### src/rtl/regfile.sv
// Fifteen-entry register file (R0-R14) with two combinational read ports; address 15 reads the r15 input.
// Define REGFILE_BYPASS_EN to forward wd3 to a read port addressing the register being written this cycle.
module regfile #(
  parameter int WIDTH = 32
) (
  input  logic             clk,
  input  logic             reset,
  input  logic             we3,
  input  logic [3:0]       ra1,
  input  logic [3:0]       ra2,
  input  logic [3:0]       wa3,
  input  logic [WIDTH-1:0] wd3,
  input  logic [WIDTH-1:0] r15,
  output logic [WIDTH-1:0] rd1,
  output logic [WIDTH-1:0] rd2
);

  logic [WIDTH-1:0] regs [0:14];
  logic             write_ok;

  assign write_ok = we3 && (wa3 != 4'd15);

  always_ff @(posedge clk or posedge reset) begin
    if (reset) begin
      for (int i = 0; i < 15; i++) regs[i] <= '0;
    end else begin
      for (int i = 0; i < 15; i++) begin
        if (write_ok && (wa3 == 4'(i))) regs[i] <= wd3;
      end
    end
  end

`ifdef REGFILE_BYPASS_EN
  // Forwarding is suppressed during reset so reads still return the cleared state.
  logic bypass_ok;
  assign bypass_ok = write_ok && !reset;
`endif

  always_comb begin
    rd1 = r15;
    for (int i = 0; i < 15; i++) begin
      if (ra1 == 4'(i)) rd1 = regs[i];
    end
`ifdef REGFILE_BYPASS_EN
    if (bypass_ok && (ra1 == wa3)) rd1 = wd3;
`endif
  end

  always_comb begin
    rd2 = r15;
    for (int i = 0; i < 15; i++) begin
      if (ra2 == 4'(i)) rd2 = regs[i];
    end
`ifdef REGFILE_BYPASS_EN
    if (bypass_ok && (ra2 == wa3)) rd2 = wd3;
`endif
  end

endmodule

### config.mk
export PLATFORM = sky130hd
export DESIGN_NAME = regfile
export DESIGN_NICKNAME = d
export VERILOG_FILES = /design/src/rtl/regfile.sv
export SDC_FILE = /design/constraint.sdc
export NUM_CORES = 1
export LEC_CHECK = 0
export BUFFER_PORTS_ARGS = -buffer_cell sky130_fd_sc_hd__buf_2
export CORE_ASPECT_RATIO = 2
export CORE_UTILIZATION = 35
export DETAILED_ROUTE_END_ITERATION = 10
export SKIP_CTS_REPAIR_TIMING = 1
export SLEW_MARGIN = 15
export SYNTH_ARGS = -nofsm -noshare
export SYNTH_HDL_FRONTEND = slang
export SYNTH_SLANG_ARGS = --single-unit
### constraint.sdc
create_clock -name clk -period 16 [get_ports clk]
set_input_delay 3.2 -clock clk [delete_from_list [all_inputs] [get_ports clk]]
set_output_delay 3.2 -clock clk [all_outputs]
set_load 0.005 [all_outputs]
==> PnR_summary.wiki <==
{| class="wikitable"
! Metric !! Value
|-
| Number of core rows || 146
|-
| Maximum operating frequency || 0.0961 GHz
|-
| Count of final hold-check violations || 0
|-
| Synth Cell Area || 0.0281 mm²
|-
| Number of input and output port buffers inserted || 142
|-
| Synth warnings || 0
|-
| Total number of nets in the final design || 2734
|-
| Share of final-layout standard cells stronger than drive strength 1 || 32.8%
|-
| Total detailed-routing wirelength || 129000 µm
|-
| Area enclosed by the die boundary || 0.0814 mm²
|-
| Crit path kind || primary input to output port
|-
| DRC violation count after routing || 0
|-
| Maximum fanout count along the critical path || 40
|-
| Area growth from synthesis to layout || 11.4%
|-
| Slew margin rel. || 10.8%
|-
| Crit-path max cell delay || 0.82 ns
|-
| Wire length of the first global-routing pass || 182000 µm
|-
| Run status || completed
|-
| Router iterations before antenna repair || 7
|-
| Largest registers || regs (480)
|-
| Clk buf depth || 3
|-
| H-tree levels || 2
|-
| Worst Hold Path EP || regs[355]
|-
| Unrepaired setup endpoints after global routing || false
|-
| RePlAce Congestion || 0.989
|-
| Pwr Density || 123 mW/mm²
|-
| Dominant cell type by area after synthesis || sky130_fd_sc_hd__dfrtp_1
|-
| Maximum number of pins on one net before global-route repair || 138
|-
| Delay-heaviest family, CP || buffers and inverters
|-
| Vias after detailed routing || 25058
|-
| Iteration-0 DRC count of the detailed router || 3263
|-
| Register-to-register setup slack || 15.11 ns
|-
| Number of clock sinks || 480
|-
| Arrival @ worst endpoint || 7.21 ns
|-
| Fin crit share || 65.0%
|-
| Final sum of negative setup slack || 0 ns
|-
| Fin. max-slew vios || 0
|-
| Number of cells produced by synthesis || 2639
|-
| Top-level I/O count || 143
|-
| Chip Width || 202 µm
|-
| Die Y || 403 µm
|-
| Worst hold-check path type || register to register
|-
| Synth async-reset ratio || 100%
|-
| EDFF count, synth || 0
|-
| Clock network latency to the later pin of the worst-skew pair || 0.61 ns
|-
| Register ranked first by flip-flop count || regs
|-
| HPWL after detailed placement || 79000 µm
|-
| Max Cap Violations || 0
|-
| Required time at the worst-slack endpoint || 12.80 ns
|-
| Hold path start || regs[355]
|-
| Slowest stage cell, crit path || sky130_fd_sc_hd__nor2b_2
|-
| Share of the synthesized area in the top cell type || 42.8%
|-
| Worst R2R Path Depth || 1
|-
| Clock-pin slew reported for the worst setup and hold paths after clock tree synthesis || 0.06 ns
|-
| Final clock skew || 0 ns
|-
| Number of antenna violations at the first check in global routing || 15
|-
| Synthesized flop and latch total || 480
|-
| Largest cells by area after synthesis || sky130_fd_sc_hd__dfrtp_1 (43%), sky130_fd_sc_hd__mux2_2 (20%), sky130_fd_sc_hd__mux2i_1 (4.2%), sky130_fd_sc_hd__o21ai_0 (4.1%), sky130_fd_sc_hd__mux4_2 (3.7%)
|-
| Startpoint Class || primary input
|-
| Net Count, Synth || 2718
|-
| Final setup fails || 0
|-
| Worst Tran Pin Value || 1.33 ns
|-
| Most frequent cell on the critical path || sky130_fd_sc_hd__buf_4
|-
| Startpoint of the lowest-slack register-to-register path || regs[102]
|-
| Dominant register cell in the synthesized netlist || sky130_fd_sc_hd__dfrtp_1
|-
| Chain of cells forming the critical path || buf_2 > buf_4 > buf_4 > nor2b_2 > buf_4 > nand2_2 > o22ai_1 > a21oi_1 > a21oi_1 > o22ai_1 > buf_2
|-
| Standard cell core area || 0.0793 mm²
|-
| Buffers and inverters on the worst path || 5
|-
| Gr usage total || 31.1%
|-
| Number of flip-flops under the largest register name || 480
|-
| Capture instance of the worst register-to-register path || regs[102]
|-
| TritonCTS clock tree || done
|-
| Count of antenna-violating nets left after detailed routing || 0
|-
| Residual overflow from global routing || 0
|-
| Layout fillers || 7833
|-
| Via-per-instance ratio || 6.72
|-
| Post-synth cell types || 63
|-
| Min Tclk post-route || 10.41 ns
|-
| Cell leakage power || 13.0 nW
|-
| CTS root buf || sky130_fd_sc_hd__clkbuf_16
|-
| Final core utilization || 39.4%
|-
| Share of the yosys chip area belonging to registers || 42.8%
|-
| Routed length per instance || 34.5 µm
|-
| Vias in the first global route || 24963
|-
| Synth Area per Inst || 10.6 µm²
|-
| Starting Density || 35.4%
|-
| Cells on Worst Hold Path || 1
|-
| Clock buffer count from CTS || 44
|-
| Type of destination of the critical path || output port
|-
| IR Drop Worst-Case VDD || 0.0756 mV
|}
==> per-stage QoR <==
| stage | setup WS (ns) | area, µm² | std cells | hold slack, ns | total power, W |
|---|---|---|---|---|---|
| 6_report | 5.59 | 31300 | 3728 | 0.514 | 0.00384 |
| 5_1_grt | 5.67 | 31300 | 3726 | 0.533 | 0.00396 |
| 4_1_cts | 5.93 | 31300 | 3724 | 0.509 | 0.00381 |
| 3_5_place_dp | 5.94 | 29800 | 3645 | 0.493 | 0.00267 |
| 3_3_place_gp | 5.89 | 29800 | 3645 | 0.481 | 0.00264 |
| 2_1_floorplan | 6.30 | 28100 | 2639 | 0.470 | 0.00232 |
==> cells in the mapped netlist, types with 46 or more instances <==
library cell,instances
sky130_fd_sc_hd__mux2_2,492
sky130_fd_sc_hd__dfrtp_1,480
sky130_fd_sc_hd__o21ai_0,231
sky130_fd_sc_hd__nor2_1,212
sky130_fd_sc_hd__a21oi_1,175
sky130_fd_sc_hd__clkbuf_1,137
sky130_fd_sc_hd__nand2_1,132
sky130_fd_sc_hd__mux2i_1,119
sky130_fd_sc_hd__o22ai_1,79
sky130_fd_sc_hd__buf_2,62
sky130_fd_sc_hd__o221ai_1,48
sky130_fd_sc_hd__mux4_2,46
==> layout make-up <==
| cell class | count | area [µm²] | share of cell area (%) |
|---|---|---|---|
| Multi-Input combinational cell | 1888 | 15000 | 47.9 |
| Sequential cell | 480 | 12000 | 38.4 |
| Timing Repair Buffer | 224 | 1390 | 4.45 |
| Tap cell | 1036 | 1300 | 4.15 |
| Clock buffer | 61 | 1280 | 4.08 |
| Clock inverter | 18 | 228 | 0.728 |
| Inverter | 17 | 67.6 | 0.216 |
| Antenna cell | 4 | 10.0 | 0.0320 |
==> layer usage <==
metal  up-vias  wire [µm]  GRT usage, %
li1       9929          -             -
met1     12609      44400          35.5
met2      1886      58500          48.4
met3       620      13900          8.88
met4        14      11700          24.9
met5         -         77             0
==> power by group <==
part           internal [W]  switching [W]  total (W)
clock network      0.000640       0.000519    0.00116
logic              0.000452       0.000471   0.000923
registers           0.00150       0.000262    0.00176
==> cell families (layout without fill, tap and decap cells) <==
| group | after synthesis | in the layout | synth area share (%) |
|---|---|---|---|
| AOI/OAI and AO/OA | 773 | 773 | 17.8 |
| buffers and inverters | 271 | 320 | 4.35 |
| DFF | 480 | 480 | 42.8 |
| muxes | 672 | 672 | 28.3 |
| other | 0 | 4 | 0 |
| and+or+nand+nor | 443 | 443 | 6.84 |
==> placed cells by master (no fill, tap or decap), types with 18 or more instances in the layout <==
cell type | netlist | layout
sky130_fd_sc_hd__clkbuf_16 | 0 | 45
sky130_fd_sc_hd__a21oi_1 | 175 | 175
sky130_fd_sc_hd__o21ai_0 | 231 | 229
sky130_fd_sc_hd__nand2_1 | 132 | 130
sky130_fd_sc_hd__mux4_2 | 46 | 46
sky130_fd_sc_hd__dfrtp_1 | 480 | 480
sky130_fd_sc_hd__mux2i_1 | 119 | 119
sky130_fd_sc_hd__a22oi_1 | 26 | 26
sky130_fd_sc_hd__nor2_1 | 212 | 199
sky130_fd_sc_hd__o21a_1 | 18 | 18
sky130_fd_sc_hd__o221ai_1 | 48 | 48
sky130_fd_sc_hd__buf_4 | 22 | 81
sky130_fd_sc_hd__o22ai_1 | 79 | 79
sky130_fd_sc_hd__buf_2 | 62 | 137
sky130_fd_sc_hd__mux2_2 | 492 | 492
sky130_fd_sc_hd__nor3_1 | 33 | 33
sky130_fd_sc_hd__a211oi_1 | 21 | 21
sky130_fd_sc_hd__a221oi_1 | 31 | 31
==> worst max path at each step <==
stage	start	to	slack [ns]	depth (start not counted)
2_1_floorplan	reset	regs[0]	6.30	1
3_3_place_gp	ra1[2]	rd1[14]	5.89	10
3_5_place_dp	ra1[2]	rd1[1]	5.94	10
4_1_cts	ra1[2]	rd1[1]	5.93	10
5_1_grt	ra1[2]	rd1[14]	5.67	10
6_report	ra1[2]	rd1[7]	5.59	11
(Power assumes the default switching activity.)
